## src/rtl/alu_arbiter_if.sv

```systemverilog
// Bundles the request, ALU and response channels shared by alu_arbiter and its surroundings.
// slave is the arbiter's view; master is the requesters/ALU/consumer view.
`timescale 1ns/1ps

interface alu_arbiter_if #(
  parameter int WIDTH = 32
);

  // Request channel (two requesters)
  logic [1:0]       req_valid;
  logic [1:0]       req_ready;
  logic [WIDTH-1:0] req0_operandA;
  logic [WIDTH-1:0] req0_operandB;
  logic [2:0]       req0_command;
  logic [WIDTH-1:0] req1_operandA;
  logic [WIDTH-1:0] req1_operandB;
  logic [2:0]       req1_command;

  // ALU channel
  logic [WIDTH-1:0] alu_operandA;
  logic [WIDTH-1:0] alu_operandB;
  logic [2:0]       alu_command;
  logic [WIDTH-1:0] alu_result;
  logic             alu_carryout;
  logic             alu_zero;
  logic             alu_overflow;

  // Response channel
  logic             rsp_valid;
  logic             rsp_ready;
  logic             rsp_id;
  logic [WIDTH-1:0] rsp_result;
  logic [2:0]       rsp_flags;

  modport slave (
    input  req_valid,
    output req_ready,
    input  req0_operandA, req0_operandB, req0_command,
    input  req1_operandA, req1_operandB, req1_command,
    output alu_operandA, alu_operandB, alu_command,
    input  alu_result, alu_carryout, alu_zero, alu_overflow,
    output rsp_valid,
    input  rsp_ready,
    output rsp_id, rsp_result, rsp_flags
  );

  modport master (
    output req_valid,
    input  req_ready,
    output req0_operandA, req0_operandB, req0_command,
    output req1_operandA, req1_operandB, req1_command,
    input  alu_operandA, alu_operandB, alu_command,
    output alu_result, alu_carryout, alu_zero, alu_overflow,
    input  rsp_valid,
    output rsp_ready,
    input  rsp_id, rsp_result, rsp_flags
  );

endinterface

```

## src/rtl/alu_arbiter.sv

```systemverilog
// Round-robin arbiter sharing one combinational ALU between two requesters; operands are held
// for SETTLE_CYCLES before result/flags are captured and returned tagged with the requester id.
`timescale 1ns/1ps

module alu_arbiter #(
    parameter int WIDTH         = 32,
    parameter int SETTLE_CYCLES = 2
) (
    input  logic          clk,
    input  logic          reset,
    alu_arbiter_if.slave  bus
);

    typedef enum logic [1:0] {
        IDLE = 2'd0,
        EXEC = 2'd1,
        RESP = 2'd2
    } state_e;

    localparam logic [3:0] SETTLE_LOAD = 4'(SETTLE_CYCLES - 1);

    state_e           state_q,      state_d;
    logic [3:0]       cnt_q,        cnt_d;
    logic             last_grant_q, last_grant_d;
    logic             op_id_q,      op_id_d;
    logic [WIDTH-1:0] alu_a_q,      alu_a_d;
    logic [WIDTH-1:0] alu_b_q,      alu_b_d;
    logic [2:0]       alu_cmd_q,    alu_cmd_d;
    logic             rsp_valid_q,  rsp_valid_d;
    logic             rsp_id_q,     rsp_id_d;
    logic [WIDTH-1:0] rsp_result_q, rsp_result_d;
    logic [2:0]       rsp_flags_q,  rsp_flags_d;

    logic             grant_valid;
    logic             grant_id;
    logic [1:0]       req_ready_c;

    // Tie goes to the requester that was not served last; a lone request is granted directly.
    always_comb begin
        grant_valid = (state_q == IDLE) && (bus.req_valid != 2'b00);
        grant_id    = 1'b0;
        unique case (bus.req_valid)
            2'b01:   grant_id = 1'b0;
            2'b10:   grant_id = 1'b1;
            2'b11:   grant_id = ~last_grant_q;
            default: grant_id = 1'b0;
        endcase
        req_ready_c = 2'b00;
        if (grant_valid) begin
            req_ready_c = grant_id ? 2'b10 : 2'b01;
        end
    end

    always_comb begin
        state_d      = state_q;
        cnt_d        = cnt_q;
        last_grant_d = last_grant_q;
        op_id_d      = op_id_q;
        alu_a_d      = alu_a_q;
        alu_b_d      = alu_b_q;
        alu_cmd_d    = alu_cmd_q;
        rsp_valid_d  = rsp_valid_q;
        rsp_id_d     = rsp_id_q;
        rsp_result_d = rsp_result_q;
        rsp_flags_d  = rsp_flags_q;

        unique case (state_q)
            IDLE: begin
                if (grant_valid) begin
                    if (grant_id) begin
                        alu_a_d   = bus.req1_operandA;
                        alu_b_d   = bus.req1_operandB;
                        alu_cmd_d = bus.req1_command;
                    end else begin
                        alu_a_d   = bus.req0_operandA;
                        alu_b_d   = bus.req0_operandB;
                        alu_cmd_d = bus.req0_command;
                    end
                    op_id_d      = grant_id;
                    last_grant_d = grant_id;
                    cnt_d        = SETTLE_LOAD;
                    state_d      = EXEC;
                end
            end

            EXEC: begin
                if (cnt_q == 4'd0) begin
                    rsp_result_d = bus.alu_result;
                    rsp_flags_d  = {bus.alu_carryout, bus.alu_zero, bus.alu_overflow};
                    rsp_id_d     = op_id_q;
                    rsp_valid_d  = 1'b1;
                    state_d      = RESP;
                end else begin
                    cnt_d = cnt_q - 4'd1;
                end
            end

            RESP: begin
                if (bus.rsp_ready) begin
                    rsp_valid_d = 1'b0;
                    state_d     = IDLE;
                end
            end

            default: begin
                rsp_valid_d = 1'b0;
                state_d     = IDLE;
            end
        endcase
    end

    always_ff @(posedge clk or posedge reset) begin
        if (reset) begin
            state_q      <= IDLE;
            cnt_q        <= '0;
            last_grant_q <= 1'b1;
            op_id_q      <= 1'b0;
            alu_a_q      <= '0;
            alu_b_q      <= '0;
            alu_cmd_q    <= '0;
            rsp_valid_q  <= 1'b0;
            rsp_id_q     <= 1'b0;
            rsp_result_q <= '0;
            rsp_flags_q  <= '0;
        end else begin
            state_q      <= state_d;
            cnt_q        <= cnt_d;
            last_grant_q <= last_grant_d;
            op_id_q      <= op_id_d;
            alu_a_q      <= alu_a_d;
            alu_b_q      <= alu_b_d;
            alu_cmd_q    <= alu_cmd_d;
            rsp_valid_q  <= rsp_valid_d;
            rsp_id_q     <= rsp_id_d;
            rsp_result_q <= rsp_result_d;
            rsp_flags_q  <= rsp_flags_d;
        end
    end

    assign bus.req_ready    = req_ready_c;
    assign bus.alu_operandA = alu_a_q;
    assign bus.alu_operandB = alu_b_q;
    assign bus.alu_command  = alu_cmd_q;
    assign bus.rsp_valid    = rsp_valid_q;
    assign bus.rsp_id       = rsp_id_q;
    assign bus.rsp_result   = rsp_result_q;
    assign bus.rsp_flags    = rsp_flags_q;

endmodule

```

## src/flat_wrapper.sv

```systemverilog
// flat-port wrapper written by rule: the top's interface ports become plain ports
module alu_arbiter_flat 
#(
    parameter int WIDTH         = 32,
    parameter int SETTLE_CYCLES = 2
)
  (clk, reset, bus_req_valid, bus_req_ready, bus_req0_operandA, bus_req0_operandB, bus_req0_command, bus_req1_operandA, bus_req1_operandB, bus_req1_command, bus_alu_operandA, bus_alu_operandB, bus_alu_command, bus_alu_result, bus_alu_carryout, bus_alu_zero, bus_alu_overflow, bus_rsp_valid, bus_rsp_ready, bus_rsp_id, bus_rsp_result, bus_rsp_flags);
  alu_arbiter_if #(.WIDTH(WIDTH)) bus_i ();
  input  logic clk;
  input  logic reset;
  input wire logic [$bits(bus_i.req_valid)-1:0] bus_req_valid;
  output wire logic [$bits(bus_i.req_ready)-1:0] bus_req_ready;
  input wire logic [$bits(bus_i.req0_operandA)-1:0] bus_req0_operandA;
  input wire logic [$bits(bus_i.req0_operandB)-1:0] bus_req0_operandB;
  input wire logic [$bits(bus_i.req0_command)-1:0] bus_req0_command;
  input wire logic [$bits(bus_i.req1_operandA)-1:0] bus_req1_operandA;
  input wire logic [$bits(bus_i.req1_operandB)-1:0] bus_req1_operandB;
  input wire logic [$bits(bus_i.req1_command)-1:0] bus_req1_command;
  output wire logic [$bits(bus_i.alu_operandA)-1:0] bus_alu_operandA;
  output wire logic [$bits(bus_i.alu_operandB)-1:0] bus_alu_operandB;
  output wire logic [$bits(bus_i.alu_command)-1:0] bus_alu_command;
  input wire logic [$bits(bus_i.alu_result)-1:0] bus_alu_result;
  input wire logic [$bits(bus_i.alu_carryout)-1:0] bus_alu_carryout;
  input wire logic [$bits(bus_i.alu_zero)-1:0] bus_alu_zero;
  input wire logic [$bits(bus_i.alu_overflow)-1:0] bus_alu_overflow;
  output wire logic [$bits(bus_i.rsp_valid)-1:0] bus_rsp_valid;
  input wire logic [$bits(bus_i.rsp_ready)-1:0] bus_rsp_ready;
  output wire logic [$bits(bus_i.rsp_id)-1:0] bus_rsp_id;
  output wire logic [$bits(bus_i.rsp_result)-1:0] bus_rsp_result;
  output wire logic [$bits(bus_i.rsp_flags)-1:0] bus_rsp_flags;
  assign bus_i.req_valid = bus_req_valid;
  assign bus_req_ready = bus_i.req_ready;
  assign bus_i.req0_operandA = bus_req0_operandA;
  assign bus_i.req0_operandB = bus_req0_operandB;
  assign bus_i.req0_command = bus_req0_command;
  assign bus_i.req1_operandA = bus_req1_operandA;
  assign bus_i.req1_operandB = bus_req1_operandB;
  assign bus_i.req1_command = bus_req1_command;
  assign bus_alu_operandA = bus_i.alu_operandA;
  assign bus_alu_operandB = bus_i.alu_operandB;
  assign bus_alu_command = bus_i.alu_command;
  assign bus_i.alu_result = bus_alu_result;
  assign bus_i.alu_carryout = bus_alu_carryout;
  assign bus_i.alu_zero = bus_alu_zero;
  assign bus_i.alu_overflow = bus_alu_overflow;
  assign bus_rsp_valid = bus_i.rsp_valid;
  assign bus_i.rsp_ready = bus_rsp_ready;
  assign bus_rsp_id = bus_i.rsp_id;
  assign bus_rsp_result = bus_i.rsp_result;
  assign bus_rsp_flags = bus_i.rsp_flags;
  alu_arbiter #(.WIDTH(WIDTH), .SETTLE_CYCLES(SETTLE_CYCLES)) u_core (.clk(clk), .reset(reset), .bus(bus_i));
endmodule
```

## config.mk

```make
export PLATFORM = sky130hd
export DESIGN_NAME = alu_arbiter_flat
export DESIGN_NICKNAME = d
export VERILOG_FILES = /design/src/rtl/alu_arbiter_if.sv /design/src/rtl/alu_arbiter.sv /design/src/flat_wrapper.sv
export SDC_FILE = /design/constraint.sdc
export NUM_CORES = 1
export LEC_CHECK = 0
export BUFFER_PORTS_ARGS = -buffer_cell sky130_fd_sc_hd__buf_4
export CAP_MARGIN = 40
export CORE_ASPECT_RATIO = 0.9
export CORE_UTILIZATION = 41
export CTS_BUF_LIST = sky130_fd_sc_hd__clkbuf_8
export CTS_CLUSTER_SIZE = 14
export DETAILED_ROUTE_END_ITERATION = 10
export PLACE_DENSITY = 0.78
export SLEW_MARGIN = 40
export SYNTH_ARGS = -nofsm -noshare
export SYNTH_HDL_FRONTEND = slang
export SYNTH_SLANG_ARGS = --single-unit
```

## constraint.sdc

```tcl
create_clock -name clk -period 2.9 [get_ports clk]
set_clock_uncertainty 0.05 [all_clocks]
set_input_delay 0.145 -clock clk [delete_from_list [all_inputs] [get_ports clk]]
set_output_delay 0.145 -clock clk [all_outputs]
set_load 0.005 [all_outputs]
```

==> key figures, run 1 <==
Synth
  – Synthesized netlist cell count: 360
  – Syn Area/Cell: 13.9 sq um
  – Yosys Warn Count: 0
  – Area of the mapped netlist: 0.00501 sq mm
  – Post-synthesis register bit count: 112
  – Number of distinct standard cells referenced by the synthesized netlist: 35
  – Post-Synthesis Net Count: 536
  – Share of the yosys chip area belonging to registers: 55.9%

Clock tree
  – Hold-fix buffers, CTS: 157
  – CTS HTree Levels: 3
  – Post CTS Setup Buffer Count: 0
  – CTS Buf Count: 9
  – Clock root buffer: clkbuf_8
  – Clk sink count: 112
  – Resized cells post-CTS: 0
  – Bufs on Longest Clock Path: 2

Placement
  – Post-DP HPWL: 10.1 mm
  – Area after detailed placement: 0.00712 sq mm
  – Port Buffers: 279
  – Placer congestion estimate: 0.779

Outcome
  – Last stage reached: 4_1_cts
  – Outcome: stopped before the end
  – First error in the log: [ERROR RSZ-0060] Max buffer count reached.

Floorplanning
  – Die X: 119 um
  – Effective utilization at floorplan: 43.0%
  – Cell row count: 37
  – Chip Height: 107 um
  – Total I/O pin count: 280
[cell usage after synthesis]
cell type / instances / area [sq um]
a211o_1: 1 / 8.76
dfstp_2: 1 / 26.3
a221oi_1: 1 / 8.76
nand2_1: 5 / 18.8
a21o_1: 3 / 22.5
a21boi_0: 68 / 510
a2bb2oi_1: 1 / 8.76
nor3b_2: 1 / 12.5
a31o_2: 1 / 8.76
buf_6: 5 / 56.3
ha_1: 2 / 25.0
nand3_1: 1 / 5.00
nor3b_1: 1 / 7.51
or2_1: 1 / 6.26
clkbuf_1: 11 / 41.3
nor3_1: 1 / 5.00
mux2_2: 7 / 78.8
mux2i_1: 1 / 10.0
nand2b_1: 2 / 12.5
and3_4: 2 / 22.5
dfrtp_1: 111 / 2780
buf_4: 2 / 15.0
a221o_1: 67 / 671
buf_8: 4 / 60.1
o221ai_1: 1 / 8.76
nor2_4: 1 / 11.3
nor2_1: 5 / 18.8
mux2_4: 29 / 435
a21oi_1: 1 / 5.00
buf_2: 15 / 75.1
a211oi_1: 1 / 7.51
and3_1: 1 / 6.26
nand3b_1: 1 / 7.51
o21ai_0: 1 / 5.00
inv_1: 4 / 15.0
[kinds of logic after synthesis]
kind of cell	synth area share, %
AOI/OAI and AO/OA	25.2
adders and majority gates	0.499
buffers and inverters	5.24
DFF	55.9
muxes	10.5
and+or+nand+nor	2.67
[metrics by stage]
step	utilization, %	worst slack (ns)	hold WS, ns	cells
floorplan	-	1.25	0.240	360
global placement	61.0	0.900	0.309	762
detailed placement	61.0	0.823	0.313	762
==> inputs of run 2 (changes only) <==
--- a/config.mk
+++ b/config.mk
@@ -7,12 +7,9 @@
 export LEC_CHECK = 0
 export BUFFER_PORTS_ARGS = -buffer_cell sky130_fd_sc_hd__buf_4
 export CAP_MARGIN = 40
-export CORE_ASPECT_RATIO = 0.9
-export CORE_UTILIZATION = 41
-export CTS_BUF_LIST = sky130_fd_sc_hd__clkbuf_8
-export CTS_CLUSTER_SIZE = 14
+export CORE_UTILIZATION = 40
 export DETAILED_ROUTE_END_ITERATION = 10
-export PLACE_DENSITY = 0.78
+export PLACE_DENSITY_LB_ADDON = 0.15
 export SLEW_MARGIN = 40
 export SYNTH_ARGS = -nofsm -noshare
 export SYNTH_HDL_FRONTEND = slang
==> constraint.sdc (replaced) <==
create_clock -name clk -period 3.77 [get_ports clk]
set_clock_uncertainty 0.05 [all_clocks]
set_input_delay 0.1885 -clock clk [delete_from_list [all_inputs] [get_ports clk]]
set_output_delay 0.1885 -clock clk [all_outputs]
set_load 0.005 [all_outputs]
==> run 2 against run 1 <==
Compared with the run above: the run now ends clean; area after synthesis stayed put; synthesized cell count unchanged.
==> key figures, run 2 <==
Synth
  – Yosys Warn Count: 0
  – Portion of synthesized cell area occupied by the leading cell type: 55.4%
  – Share of synthesized flip-flops with an asynchronous set or reset: 100%
  – Number of synthesized flops with an enable pin: 0
  – Synthesized netlist cell count: 360
  – Flip-flop cell with the highest count after synthesis: dfrtp_1
  – Library cell occupying the most area in the post-synthesis netlist: dfrtp_1
  – Syn Area/Cell: 13.9 sq um
  – Top area cells in the synthesized netlist: dfrtp_1 (55%), a221o_1 (13%), a21boi_0 (10%)
  – Number of distinct standard cells referenced by the synthesized netlist: 35
  – Share of the yosys chip area belonging to registers: 55.9%
  – Area of the mapped netlist: 0.00501 sq mm
  – Post-Synthesis Net Count: 536
  – Post-synthesis register bit count: 112
  – Leading cell type by number of instances after synthesis: dfrtp_1
  – Most common library cells after synthesis: dfrtp_1 (111), a21boi_0 (68), a221o_1 (67), mux2_4 (29), buf_2 (15)

Floorplanning
  – Cell row count: 40
  – Effective utilization at floorplan: 41.4%
  – Total I/O pin count: 280
  – Chip Height: 114 um
  – Placeable Area: 0.0121 sq mm
  – Floorplan die area: 0.0130 sq mm
  – Die X: 114 um

Clock tree
  – Clk sink count: 112
  – Resized cells post-CTS: 0
  – CTS Buf Count: 9
  – Clk_lat worst skew: 0.34 ns
  – Hold-fix buffers, CTS: 1
  – Bufs on Longest Clock Path: 2
  – Clock root buffer: clkbuf_16
  – Post CTS Setup Buffer Count: 0
  – CTS HTree Levels: 3
  – TritonCTS clock tree: yes
  – Clock slew seen by the registers of the worst setup and hold paths: 0.08 ns

STA
  – Period utilization: 72.8%
  – Hold Fails Final Rpt: 0
  – Slew Limit Headroom: 47.6%
  – Tightest Pin Transition: 0.786 ns
  – Final-report max-slew violation count: 0
  – Highest attainable clock frequency: 0.364 GHz
  – Setup TNS: 0 ns
  – Unrepaired setup endpoints after global routing: no
  – Total of endpoints with negative setup slack in the final report: 0
  – Final period demand of the worst path: 2.74 ns

Setup path
  – CP max stage cell: and3_4
  – Setup crit end kind: output port
  – Critical path start-end classification: reg -> out
  – Critical Path Max Stage Delay: 0.82 ns
  – CP arrival: 2.51 ns
  – Crit path launch type: flip-flop
  – Maximum fanout along the worst path: 68
  – Data required time at the worst endpoint: 3.53 ns
  – List of cells traversed by the critical path: nor2_4 > and3_4 > buf_4

Global routing
  – GRT Overall Usage: 22.8%
  – Initial antenna violation count: 0
  – Largest net degree at the start of global routing: 70
  – Met1 usage in global routing: 28.7%
  – Global-route wire length before repair: 22.9 mm
  – Busiest metal layer after global routing: met2
  – Via count of the first global-routing pass: 4345
  – Total global routing overflow: 0
  – Met3 usage in global routing: 6.06%
  – Routing usage on met2: 38.1%

Pwr
  – Leakage power: 3.65 nW
  – Clk network pwr share: 16.5%
  – Worst voltage drop across the vdd grid: 299 uV
  – Share of power burned in registers: 37.5%
  – Combinational Power Share: 46.0%
  – Net switching power of the design: 1.81 mW
  – Power Internal: 3.98 mW
  – Switching share of power: 31.2%
  – Total power per unit cell area: 777 mW/mm^2

Final layout
  – Number of non-filler instances in the completed layout: 792
  – Fraction of final layout cells with drive strength greater than 1: 55.3%
  – Post-layout util: 61.5%
  – Synth-to-Final Area Change: 48.5%
  – # nets final: 796
  – Commonest non-fill, non-tap cell in the layout: buf_4
  – Ant diodes: 0
  – Commonest non-fill, non-tap cells in the layout: buf_4 (284), dfrtp_1 (111), a21boi_0 (68)

Placement
  – Placer congestion estimate: 0.773
  – Cell count after placement: 776
  – Port Buffers: 279
  – Post-DP HPWL: 10.7 mm

Route
  – Total Routed Length: 14.8 mm
  – DRC: 0
  – ANT nets after route: 0
  – Vias after detailed routing: 4211
  – Via density per instance: 5.32
  – Initial DRC count: 257
  – 1st-pass router iterations: 4
  – Wire length per cell: 18.7 um

Run
  – Max-cap violations: 0

Worst hold path
  – Type of the tightest min-delay check: in -> reg

Outcome
  – Outcome: completed
[run 2: layout make-up]
cell class / count / area, sq um
Clock buffer: 10 / 239
Clock inverter: 5 / 57.6
Fill cell: 1005 / 4670
Inverter: 4 / 17.5
Multi-Input combinational cell: 207 / 1960
Sequential cell: 112 / 2800
Tap cell: 168 / 210
Timing Repair Buffer: 286 / 2160
[run 2: power by group through the flow]
stage,Combinational (mW),Sequential (mW),Clock [mW]
2_1_floorplan,1.49,2.13,0
3_3_place_gp,2.60,2.16,0
3_5_place_dp,2.69,2.16,0
4_1_cts,2.69,2.17,0.966
5_1_grt,2.90,2.23,1.02
6_report,2.66,2.17,0.952
[run 2: cells by family (layout without fill, tap and decap cells)]
logic type / count (synthesis) / count (layout) / synth area share (%)
AND/OR/NAND/NOR: 22 / 22 / 2.67
flip-flops: 112 / 112 / 55.9
multiplexers: 37 / 37 / 10.5
adder cells (fa/ha/maj): 2 / 2 / 0.499
buffers and inverters: 41 / 305 / 5.24
AO/OA/AOI/OAI: 146 / 146 / 25.2
[run 2: metrics by stage]
stage | hold WS (ns) | total power [mW] | setup WS, ns | instance area (sq um)
floorplan | 0.284 | 3.63 | 0.574 | 5010
global placement | 0.366 | 4.77 | 1.17 | 7110
detailed placement | 0.153 | 4.85 | 1.11 | 7140
CTS | 0.0105 | 5.82 | 0.934 | 7440
global route | 0.00878 | 6.16 | 0.890 | 7450
finish | 0.0129 | 5.78 | 1.03 | 7450
[run 2: per-layer routing]
metal | share of wire [%] | up-vias
met5 | 0 | -
met1 | 41 | 2069
met3 | 8.0 | 17
met4 | 1.7 | 0
met2 | 49 | 213
li1 | - | 1912
[run 2: worst paths after layout]
kind / to / start / cells past startpoint / slack, ns
hold / removal: u_core.bus.alu_operandA[30] / bus_req1_operandA[30] / 2 / 0.01
hold reg to reg: u_core.op_id_q / u_core.op_id_q / 1 / 0.43
min in group asynchronous: u_core.bus.alu_operandA[1] / reset / 3 / 0.36
setup reg to reg: u_core.bus.alu_operandB[4] / u_core.state_q[1] / 4 / 1.37
max in group asynchronous: u_core.bus.alu_operandA[2] / reset / 5 / 2.38
setup / recovery: bus_req_ready[0] / u_core.state_q[1] / 3 / 1.03
[run 2: critical path, delay by kind of cell, from the launching register on]
kind / cells / cell delay (ns)
simple gates: 2 / 1.41
flops: 1 / 0.49
buf+inv: 1 / 0.23
Power figures use the tool's default switching activity.
==> inputs of run 3 (changes only) <==
==> constraint.sdc (replaced) <==
create_clock -name clk -period 2.5 [get_ports clk]
set_clock_uncertainty 0.05 [all_clocks]
set_input_delay 0.125 -clock clk [delete_from_list [all_inputs] [get_ports clk]]
set_output_delay 0.125 -clock clk [all_outputs]
set_load 0.005 [all_outputs]
==> run 3 against run 2 <==
Compared with the run above: the run now fails in 4_1_cts; synthesized cell count is the same; area after synthesis is the same.
==> key figures, run 3 <==
Outcome
  – Last stage reached: 4_1_cts
  – Outcome: stopped before the end
  – First error in the log: [ERROR RSZ-0060] Max buffer count reached.

Floorplanning
  – Effective utilization at floorplan: 41.4%
  – Chip Height: 114 um
  – Die X: 114 um
  – Cell row count: 40
  – Total I/O pin count: 280

Clock tree
  – CTS HTree Levels: 3
  – Bufs on Longest Clock Path: 2
  – Hold-fix buffers, CTS: 159
  – Post CTS Setup Buffer Count: 0
  – Resized cells post-CTS: 0
  – Clock root buffer: clkbuf_16
  – CTS Buf Count: 9
  – Clk sink count: 112

Synth
  – Portion of synthesized cell area occupied by the leading cell type: 55.4%
  – Number of distinct standard cells referenced by the synthesized netlist: 35
  – Share of synthesized flip-flops with an asynchronous set or reset: 100%
  – Most common library cells after synthesis: dfrtp_1 (111), a21boi_0 (68), a221o_1 (67), mux2_4 (29), buf_2 (15)
  – Yosys Warn Count: 0
  – Flip-flop cell with the highest count after synthesis: dfrtp_1
  – Top area cells in the synthesized netlist: dfrtp_1 (55%), a221o_1 (13%), a21boi_0 (10%)
  – Synthesized netlist cell count: 360
  – Post-synthesis register bit count: 112
  – Syn Area/Cell: 13.9 sq um
  – Library cell occupying the most area in the post-synthesis netlist: dfrtp_1
  – Area of the mapped netlist: 0.00501 sq mm
  – Leading cell type by number of instances after synthesis: dfrtp_1
  – Share of the yosys chip area belonging to registers: 55.9%
  – Number of synthesized flops with an enable pin: 0
  – Post-Synthesis Net Count: 536

Placement
  – Worst slack after detailed placement: 0.502 ns
  – Post-DP HPWL: 10.1 mm
  – Port Buffers: 279
  – Placer congestion estimate: 0.766
-- run 3: cell counts after synthesis --
Identical to the previous run, type by type.
-- run 3: cell families after synthesis --
group	count (synthesis)	share of synthesized area (%)
buf+inv	41	5.24
fa+ha+maj	2	0.499
simple gates	22	2.67
flops	112	55.9
mux	37	10.5
compound gates	146	25.2
-- run 3: through the flow --
step	cells	area, sq um	hold slack [ns]	utilization, %
after floorplan	360	5020	0.220	-
after detailed placement	776	7200	0.309	59.4
after global placement	776	7200	0.303	59.4
